--- src/rtl/cnn_pkg.sv ---
// Shared sizes and FSM encoding for the convolution window sequencer.
// Latency: n/a (constants and types only).
// Backpressure: n/a.
package cnn_pkg;

    localparam int DEF_IFM_SIZE     = 14;
    localparam int DEF_IFM_DEPTH    = 3;
    localparam int DEF_KERNAL_SIZE  = 5;
    localparam int DEF_ADDRESS_BITS = 15;

    // Output map edge length for a non-padded, stride-1 window.
    localparam int DEF_IFM_SIZE_NEXT = DEF_IFM_SIZE - DEF_KERNAL_SIZE + 1;

    // Line-buffer depth: K-1 full rows plus K taps of the current row.
    localparam int DEF_FIFO_SIZE = (DEF_KERNAL_SIZE - 1) * DEF_IFM_SIZE + DEF_KERNAL_SIZE;

    localparam int DEF_ADDRESS_SIZE_NEXT_IFM = $clog2(DEF_IFM_SIZE_NEXT * DEF_IFM_SIZE_NEXT);
    localparam int DEF_CH_BITS               = $clog2(DEF_IFM_DEPTH) + 1;

    typedef enum logic [1:0] {
        IDLE   = 2'd0,
        STREAM = 2'd1,
        TAIL   = 2'd2
    } state_t;

endpackage

--- src/rtl/conv_window_ctrl_if.sv ---
// Control, IFM read and window-qualifier bundle of the window sequencer.
// Latency: n/a (wires only). Ports: start/pause in; rd strobe/addr, fifo shift,
// window flags/addr/ch, busy/done out. Backpressure: pause gates new reads.
interface conv_window_ctrl_if
    import cnn_pkg::*;
#(
    parameter int ADDRESS_BITS   = DEF_ADDRESS_BITS,
    parameter int ADDR_NEXT_BITS = DEF_ADDRESS_SIZE_NEXT_IFM,
    parameter int CH_BITS        = DEF_CH_BITS
);
    logic                      start;
    logic                      pause;
    logic                      ifm_rd_en;
    logic [ADDRESS_BITS-1:0]   ifm_rd_addr;
    logic                      fifo_enable;
    logic                      window_valid;
    logic [ADDR_NEXT_BITS-1:0] window_addr;
    logic [CH_BITS-1:0]        window_ch;
    logic                      last_window;
    logic                      busy;
    logic                      done;

    modport master (
        input  start, pause,
        output ifm_rd_en, ifm_rd_addr, fifo_enable, window_valid,
               window_addr, window_ch, last_window, busy, done
    );

    modport slave (
        output start, pause,
        input  ifm_rd_en, ifm_rd_addr, fifo_enable, window_valid,
               window_addr, window_ch, last_window, busy, done
    );
endinterface

--- src/rtl/conv_pos_counter.sv ---
// col/row/ch raster counter for the IFM read side; frame_last flags the final pixel.
// Latency: counters update on the edge ending an advance cycle; flags are combinational.
// Backpressure: holds its position whenever advance is low.
module conv_pos_counter
    import cnn_pkg::*;
#(
    parameter int SIZE     = DEF_IFM_SIZE,
    parameter int DEPTH    = DEF_IFM_DEPTH,
    parameter int POS_BITS = $clog2(DEF_IFM_SIZE),
    parameter int CH_BITS  = DEF_CH_BITS
) (
    input  logic                clk,
    input  logic                reset,
    input  logic                clear,
    input  logic                advance,
    output logic [POS_BITS-1:0] col,
    output logic [POS_BITS-1:0] row,
    output logic [CH_BITS-1:0]  ch,
    output logic                frame_last
);
    localparam logic [POS_BITS-1:0] LAST_POS = POS_BITS'(SIZE - 1);
    localparam logic [CH_BITS-1:0]  LAST_CH  = CH_BITS'(DEPTH - 1);

    logic col_last;
    logic row_last;
    logic ch_last;

    assign col_last   = (col == LAST_POS);
    assign row_last   = (row == LAST_POS);
    assign ch_last    = (ch == LAST_CH);
    assign frame_last = col_last && row_last && ch_last;

    always_ff @(posedge clk or posedge reset) begin
        if (reset) begin
            col <= '0;
            row <= '0;
            ch  <= '0;
        end else if (clear) begin
            col <= '0;
            row <= '0;
            ch  <= '0;
        end else if (advance) begin
            if (col_last) begin
                col <= '0;
                if (row_last) begin
                    row <= '0;
                    // Wrapping after the final channel leaves the counter parked at 0.
                    ch  <= ch_last ? '0 : ch + 1'b1;
                end else begin
                    row <= row + 1'b1;
                end
            end else begin
                col <= col + 1'b1;
            end
        end
    end
endmodule

--- src/rtl/conv_window_ctrl.sv ---
// Sequences IFM reads into the 5x5 line buffer and qualifies valid window cycles.
// Latency: read in cycle p, fifo_enable in p+1, window_valid in p+2; done one cycle after last_window.
// Backpressure: pause stalls new reads only; reads already issued drain through the pipeline.
module conv_window_ctrl
    import cnn_pkg::*;
#(
    parameter int IFM_SIZE     = DEF_IFM_SIZE,
    parameter int IFM_DEPTH    = DEF_IFM_DEPTH,
    parameter int KERNAL_SIZE  = DEF_KERNAL_SIZE,
    parameter int ADDRESS_BITS = DEF_ADDRESS_BITS
) (
    input  logic               clk,
    input  logic               reset,
    conv_window_ctrl_if.master bus
);
    localparam int IFM_SIZE_NEXT         = IFM_SIZE - KERNAL_SIZE + 1;
    localparam int ADDRESS_SIZE_NEXT_IFM = $clog2(IFM_SIZE_NEXT * IFM_SIZE_NEXT);
    localparam int CH_BITS               = $clog2(IFM_DEPTH) + 1;
    localparam int POS_BITS              = $clog2(IFM_SIZE);

    localparam logic [POS_BITS-1:0]     K_M1       = POS_BITS'(KERNAL_SIZE - 1);
    localparam logic [POS_BITS-1:0]     LAST_POS   = POS_BITS'(IFM_SIZE - 1);
    localparam logic [CH_BITS-1:0]      LAST_CH    = CH_BITS'(IFM_DEPTH - 1);
    localparam logic [ADDRESS_BITS-1:0] CH_STRIDE  = ADDRESS_BITS'(IFM_SIZE * IFM_SIZE);
    localparam logic [ADDRESS_BITS-1:0] ROW_STRIDE = ADDRESS_BITS'(IFM_SIZE);

    if (IFM_DEPTH * IFM_SIZE * IFM_SIZE > (1 << ADDRESS_BITS)) begin : g_addr_width_check
        $error("ADDRESS_BITS too narrow for the last IFM address");
    end
    if (KERNAL_SIZE > IFM_SIZE) begin : g_kernel_check
        $error("KERNAL_SIZE larger than IFM_SIZE");
    end

    state_t state_q, state_d;
    logic   tail_q;
    logic   rd_en;
    logic   clear;

    logic [POS_BITS-1:0] col, row;
    logic [CH_BITS-1:0]  ch;
    logic                frame_last;

    // Position of the pixel currently being pushed into the line buffer.
    logic                fifo_q;
    logic [POS_BITS-1:0] s1_col, s1_row;
    logic [CH_BITS-1:0]  s1_ch;

    logic                             win_vld_q;
    logic [ADDRESS_SIZE_NEXT_IFM-1:0] win_addr_q;
    logic [CH_BITS-1:0]               win_ch_q;
    logic                             last_q;
    logic                             done_q;

    logic qualify;
    logic first_win;

    conv_pos_counter #(
        .SIZE     (IFM_SIZE),
        .DEPTH    (IFM_DEPTH),
        .POS_BITS (POS_BITS),
        .CH_BITS  (CH_BITS)
    ) u_rd_pos (
        .clk        (clk),
        .reset      (reset),
        .clear      (clear),
        .advance    (rd_en),
        .col        (col),
        .row        (row),
        .ch         (ch),
        .frame_last (frame_last)
    );

    always_comb begin
        state_d = state_q;
        rd_en   = 1'b0;
        clear   = 1'b0;
        case (state_q)
            IDLE: begin
                if (bus.start) begin
                    state_d = STREAM;
                    clear   = 1'b1;
                end
            end
            STREAM: begin
                rd_en = !bus.pause;
                if (rd_en && frame_last) state_d = TAIL;
            end
            TAIL: begin
                if (tail_q) state_d = IDLE;
            end
            default: state_d = IDLE;
        endcase
    end

    always_ff @(posedge clk or posedge reset) begin
        if (reset) begin
            state_q <= IDLE;
            tail_q  <= 1'b0;
        end else begin
            state_q <= state_d;
            // Two TAIL cycles cover the fifo_enable and window_valid stages of the last read.
            tail_q  <= (state_q == TAIL) ? ~tail_q : 1'b0;
        end
    end

    // Rows above K-1 would combine taps from the previous channel, so they never qualify.
    assign qualify   = fifo_q && (s1_row >= K_M1) && (s1_col >= K_M1);
    assign first_win = (s1_row == K_M1) && (s1_col == K_M1);

    always_ff @(posedge clk or posedge reset) begin
        if (reset) begin
            fifo_q     <= 1'b0;
            s1_col     <= '0;
            s1_row     <= '0;
            s1_ch      <= '0;
            win_vld_q  <= 1'b0;
            win_addr_q <= '0;
            win_ch_q   <= '0;
            last_q     <= 1'b0;
            done_q     <= 1'b0;
        end else begin
            fifo_q <= rd_en;
            if (rd_en) begin
                s1_col <= col;
                s1_row <= row;
                s1_ch  <= ch;
            end
            win_vld_q <= qualify;
            last_q    <= qualify && (s1_ch == LAST_CH) && (s1_row == LAST_POS) && (s1_col == LAST_POS);
            if (fifo_q) win_ch_q <= s1_ch;
            if (qualify) win_addr_q <= first_win ? '0 : win_addr_q + 1'b1;
            done_q <= last_q;
        end
    end

    assign bus.ifm_rd_en    = rd_en;
    assign bus.ifm_rd_addr  = ADDRESS_BITS'(ch) * CH_STRIDE + ADDRESS_BITS'(row) * ROW_STRIDE
                            + ADDRESS_BITS'(col);
    assign bus.fifo_enable  = fifo_q;
    assign bus.window_valid = win_vld_q;
    assign bus.window_addr  = win_addr_q;
    assign bus.window_ch    = win_ch_q;
    assign bus.last_window  = last_q;
    assign bus.busy         = (state_q != IDLE);
    assign bus.done         = done_q;
endmodule
--- src/flat_wrapper.sv ---
// flat-port wrapper written by rule: the top's interface ports become plain ports
module conv_window_ctrl_flat import cnn_pkg::*;
#(
    parameter int IFM_SIZE     = DEF_IFM_SIZE,
    parameter int IFM_DEPTH    = DEF_IFM_DEPTH,
    parameter int KERNAL_SIZE  = DEF_KERNAL_SIZE,
    parameter int ADDRESS_BITS = DEF_ADDRESS_BITS
)
  (clk, reset, bus_start, bus_pause, bus_ifm_rd_en, bus_ifm_rd_addr, bus_fifo_enable, bus_window_valid, bus_window_addr, bus_window_ch, bus_last_window, bus_busy, bus_done);
  conv_window_ctrl_if #(.ADDRESS_BITS(ADDRESS_BITS)) bus_i ();
  input  logic clk;
  input  logic reset;
  input wire logic [$bits(bus_i.start)-1:0] bus_start;
  input wire logic [$bits(bus_i.pause)-1:0] bus_pause;
  output wire logic [$bits(bus_i.ifm_rd_en)-1:0] bus_ifm_rd_en;
  output wire logic [$bits(bus_i.ifm_rd_addr)-1:0] bus_ifm_rd_addr;
  output wire logic [$bits(bus_i.fifo_enable)-1:0] bus_fifo_enable;
  output wire logic [$bits(bus_i.window_valid)-1:0] bus_window_valid;
  output wire logic [$bits(bus_i.window_addr)-1:0] bus_window_addr;
  output wire logic [$bits(bus_i.window_ch)-1:0] bus_window_ch;
  output wire logic [$bits(bus_i.last_window)-1:0] bus_last_window;
  output wire logic [$bits(bus_i.busy)-1:0] bus_busy;
  output wire logic [$bits(bus_i.done)-1:0] bus_done;
  assign bus_i.start = bus_start;
  assign bus_i.pause = bus_pause;
  assign bus_ifm_rd_en = bus_i.ifm_rd_en;
  assign bus_ifm_rd_addr = bus_i.ifm_rd_addr;
  assign bus_fifo_enable = bus_i.fifo_enable;
  assign bus_window_valid = bus_i.window_valid;
  assign bus_window_addr = bus_i.window_addr;
  assign bus_window_ch = bus_i.window_ch;
  assign bus_last_window = bus_i.last_window;
  assign bus_busy = bus_i.busy;
  assign bus_done = bus_i.done;
  conv_window_ctrl #(.IFM_SIZE(IFM_SIZE), .IFM_DEPTH(IFM_DEPTH), .KERNAL_SIZE(KERNAL_SIZE), .ADDRESS_BITS(ADDRESS_BITS)) u_core (.clk(clk), .reset(reset), .bus(bus_i));
endmodule
--- config.mk ---
export PLATFORM = sky130hd
export DESIGN_NAME = conv_window_ctrl_flat
export DESIGN_NICKNAME = d
export VERILOG_FILES = /design/src/rtl/cnn_pkg.sv /design/src/rtl/conv_window_ctrl_if.sv /design/src/rtl/conv_pos_counter.sv /design/src/rtl/conv_window_ctrl.sv /design/src/flat_wrapper.sv
export SDC_FILE = /design/constraint.sdc
export NUM_CORES = 1
export LEC_CHECK = 0
export CAP_MARGIN = 30
export CORE_UTILIZATION = 35
export CTS_CLUSTER_DIAMETER = 200
export DETAILED_ROUTE_END_ITERATION = 12
export GPL_ROUTABILITY_DRIVEN = 0
export GPL_TIMING_DRIVEN = 0
export MAX_ROUTING_LAYER = met4
export SYNTH_ARGS = -nofsm -noshare
export SYNTH_HDL_FRONTEND = slang
export SYNTH_SLANG_ARGS = --single-unit
--- constraint.sdc ---
create_clock -name clk -period 7.7 [get_ports clk]
set_clock_uncertainty 0.1 [all_clocks]
set_input_delay 0.77 -clock clk [delete_from_list [all_inputs] [get_ports clk]]
set_output_delay 0.77 -clock clk [all_outputs]
set_load 0.05 [all_outputs]
==> results.txt <==
Area share of fa/ha/maj cells after synthesis -> 17.3%
Post-synth top area share -> 38.0%
Sink Count -> 39
Vias in the first global route -> 1,937
First-pass GRT wire length -> 8670 µm
Area Overhead vs Synth -> 21.4%
Number of stages on the worst setup path -> 14
Synth area leaders -> dfrtp_1, ha_1, nand2_1, fa_1, o21ai_0
Synth Area in Compound Gates -> 12.7%
Layout fillers -> 674
Largest family of logic cells by synthesized area -> simple AND/OR/NAND/NOR gates
Post-cts resize count -> 0
Cell row count -> 30
Clk_lat worst skew -> 0.29 ns
Nets -> 352
Avg Vias per Cell -> 4.83
Setup TNS -> 0 ns
Initial Util -> 37.0%
Placed Cells -> 405
DR WL/cell -> 12.3 µm
Delay-heaviest family, CP -> adder cells
Slowest-stage cell, CP -> clkdlybuf4s50_1
Vias -> 1,995
Synth cell types -> 48
Design area -> 3120 µm²
Reg area -> 976 µm²
Slew Limit Fails -> 0
Number of synthesized flops with an enable pin -> 0
DRT iter0 DRCs -> 74
Buf/Inv on CP -> 1
Worst reg-to-reg path cell count -> 5
Synth Area in Simple Gates -> 18.5%
LEAKAGE -> 1.45 nW
Minimum clock period -> 5.71 ns
Antenna-violating nets left -> 0
Routed WL -> 5080 µm
Hold buffers post-CTS -> 0
Mean Syn Cell Area -> 9.31 µm²
Die width -> 87.7 µm
XOR/XNOR share of the synthesized area -> 5.74%
Max-Cap Viols -> 0
Postcts setup bufs -> 0
Worst slew pin tran -> 0.797 ns
Mapped Area -> 2570 µm²
Synth Instances -> 276
Primary FF master, synth -> dfrtp_1
Non-Filler Instances -> 413
TritonCTS Buffers -> 5
TritonCTS clock tree -> yes
Worst hold slack -> 0.278 ns
CTS H-tree lvls -> 2
Post-place setup slack -> 2.29 ns
Min setup slack post-route -> 1.99 ns
Final Setup Violations -> 0
CP cell instances -> fa_1, ha_1, fa_1, and2b_2, o21ai_0, nand2b_1, ha_1, nand2_1, a211o_2, a31o_2, xor2_1, nor3b_2, xnor2_1, clkdlybuf4s50_1
Worst setup EP type -> output pin
Final cycle utilization of the critical path -> 74.1%
DRC viols -> 0
Critical Path RT -> 6.83 ns
Crit Path Category -> flip-flop to output pin
Status -> finished, final reports clean
Worst Hold Class -> flip-flop to flip-flop
Pin count of the biggest net entering global routing -> 40
Overflow after GRT -> 0
Post-DP HPWL -> 3860 µm
Inserted Diodes -> 0
Final-report hold violation count -> 0
Sequential area share after synthesis -> 38.0%
Synth area leader -> dfrtp_1
Clk buf depth -> 2
Synthesized flop and latch total -> 39
Pre-Repair DR Iteration Count -> 4
Crit-path max FO -> 9
Post-synth ARST share -> 100%
Pwr dens -> 318 nW/µm²
RSZ-0062 raised after global routing -> no
Layout cells sized above 1 -> 8.52%
Data arrival, critical path -> 4.84 ns
Slew headroom -> 46.8%
Port Buffers -> 31
Yosys warnings -> 0
Die Ht -> 87.7 µm
Max VDD drop -> 0.669 mV
Largest stage delay on the critical path -> 0.81 ns
Peak Freq -> 175 MHz
Root Buffer -> clkbuf_8
Ports -> 35
Die area -> 7690 µm²
Clock transition at path regs -> 0.08 ns
Core area -> 6940 µm²
Post-synthesis mux area share -> 2.92%
Hold Path Depth -> 0
Initial antenna violation count -> 0
Area occupied by multi-input gates -> 1480 µm²
Critical Path Source Type -> flip-flop
Placed Area -> 3010 µm²
GR Util All Layers -> 14.9%
[metal layers]
metal  GRT usage (%)  vias to the layer above  part of all wire [%]
met1            17.5                      933                    47
met3            2.54                        8                   2.8
met4            5.66                        0                   1.9
met5               -                        -                     0
li1                -                     1019                     -
met2            25.6                       35                    49
[cells in the mapped netlist, types with 2 or more instances]
cell type and count:
nand2b_1 2, nand4_1 4, o211a_1 2, mux2i_1 3, o31ai_1 2, or2_2 3
ha_1 26, buf_4 4, fa_1 6, inv_1 21, nor2_1 24, o21ai_0 24
nand3_1 7, mux2_2 4, and3_1 3, nor3_1 7, xnor2_1 8, dfrtp_1 39
nand2_1 39, nand4b_1 2, xor2_1 7, a21oi_1 12, clkbuf_1 2
[where the power goes]
group	switching, W	total (W)	internal (W)
clock	0.0000750	0.000171	0.0000965
combinational	0.000349	0.000538	0.000189
sequential	0.0000465	0.000281	0.000235
total	0.000471	0.000991	0.000521
[final timing paths]
| check | startpoint | to | slack [ns] |
|---|---|---|---|
| worst max-delay path | u_core.u_rd_pos.row[0]$_DFFE_PP0P_ | bus_ifm_rd_addr[10] | 1.99 |
| worst min-delay path | u_core.bus.last_window$_DFF_PP0_ | u_core.bus.done$_DFF_PP0_ | 0.28 |
| worst max register to register | u_core.state_q[0]$_DFFE_PP0P_ | u_core.u_rd_pos.row[3]$_DFFE_PP0P_ | 5.58 |
| worst min register to register | u_core.bus.last_window$_DFF_PP0_ | u_core.bus.done$_DFF_PP0_ | 0.28 |
| max in group asynchronous | reset | u_core.bus.fifo_enable$_DFF_PP0_ | 6.15 |
| min in group asynchronous | reset | u_core.state_q[1]$_DFFE_PP0P_ | 0.84 |
[flip-flops by register name (all words and copies together), names as in the netlist]
name and cells:
u_core.u_rd_pos.row 4, u_core.bus.done 1, u_core.u_rd_pos.ch 3, u_core.tail_q 1
u_core.bus.fifo_enable 1, u_core.bus.window_ch 3, u_core.bus.window_addr 7, u_core.s1_row 4
u_core.s1_ch 3, u_core.u_rd_pos.col 4, u_core.bus.last_window 1, u_core.state_q 2
u_core.s1_col 4, u_core.bus.window_valid 1
[placed cells by master, fill, tap and decap left out, types with 3 or more instances in the layout]
cell,instances
xnor2_1,8
dfrtp_1,39
nand3_1,7
nor2_1,24
nand4_1,4
and3_1,3
conb_1,3
clkdlybuf4s50_1,31
ha_1,26
inv_1,20
buf_4,4
or2_2,3
nor3_1,7
xor2_1,7
o21ai_0,24
clkbuf_8,5
nand2_1,39
mux2_2,4
fa_1,6
a21oi_1,12
mux2i_1,3
[layout make-up]
class | instances | area share, %
buffer | 6 | 1.20
clock buffer | 5 | 2.21
clock inverter | 3 | 1.40
inverter | 22 | 2.65
multi-input combinational | 211 | 47.5
sequential | 39 | 31.3
tap | 96 | 3.85
timing repair buffer | 31 | 9.94
[stage by stage]
step | power, W | util (%)
6_report | 0.000991 | 44.9
4_1_cts | 0.00100 | 44.9
5_1_grt | 0.00106 | 44.9
3_5_place_dp | 0.000825 | 43.3
2_1_floorplan | 0.000674 | -
3_3_place_gp | 0.000822 | 43.3
[cells by family (layout without fill, tap and decap cells)]
kind of cell,count (synthesis),after routing
AND/OR/NAND/NOR,100,100
AO/OA/AOI/OAI,53,53
flip-flops,39,39
adder cells (fa/ha/maj),32,32
buffers and inverters,28,67
XOR/XNOR,16,16
multiplexers,7,7
other,1,3
(Power assumes the default switching activity.)
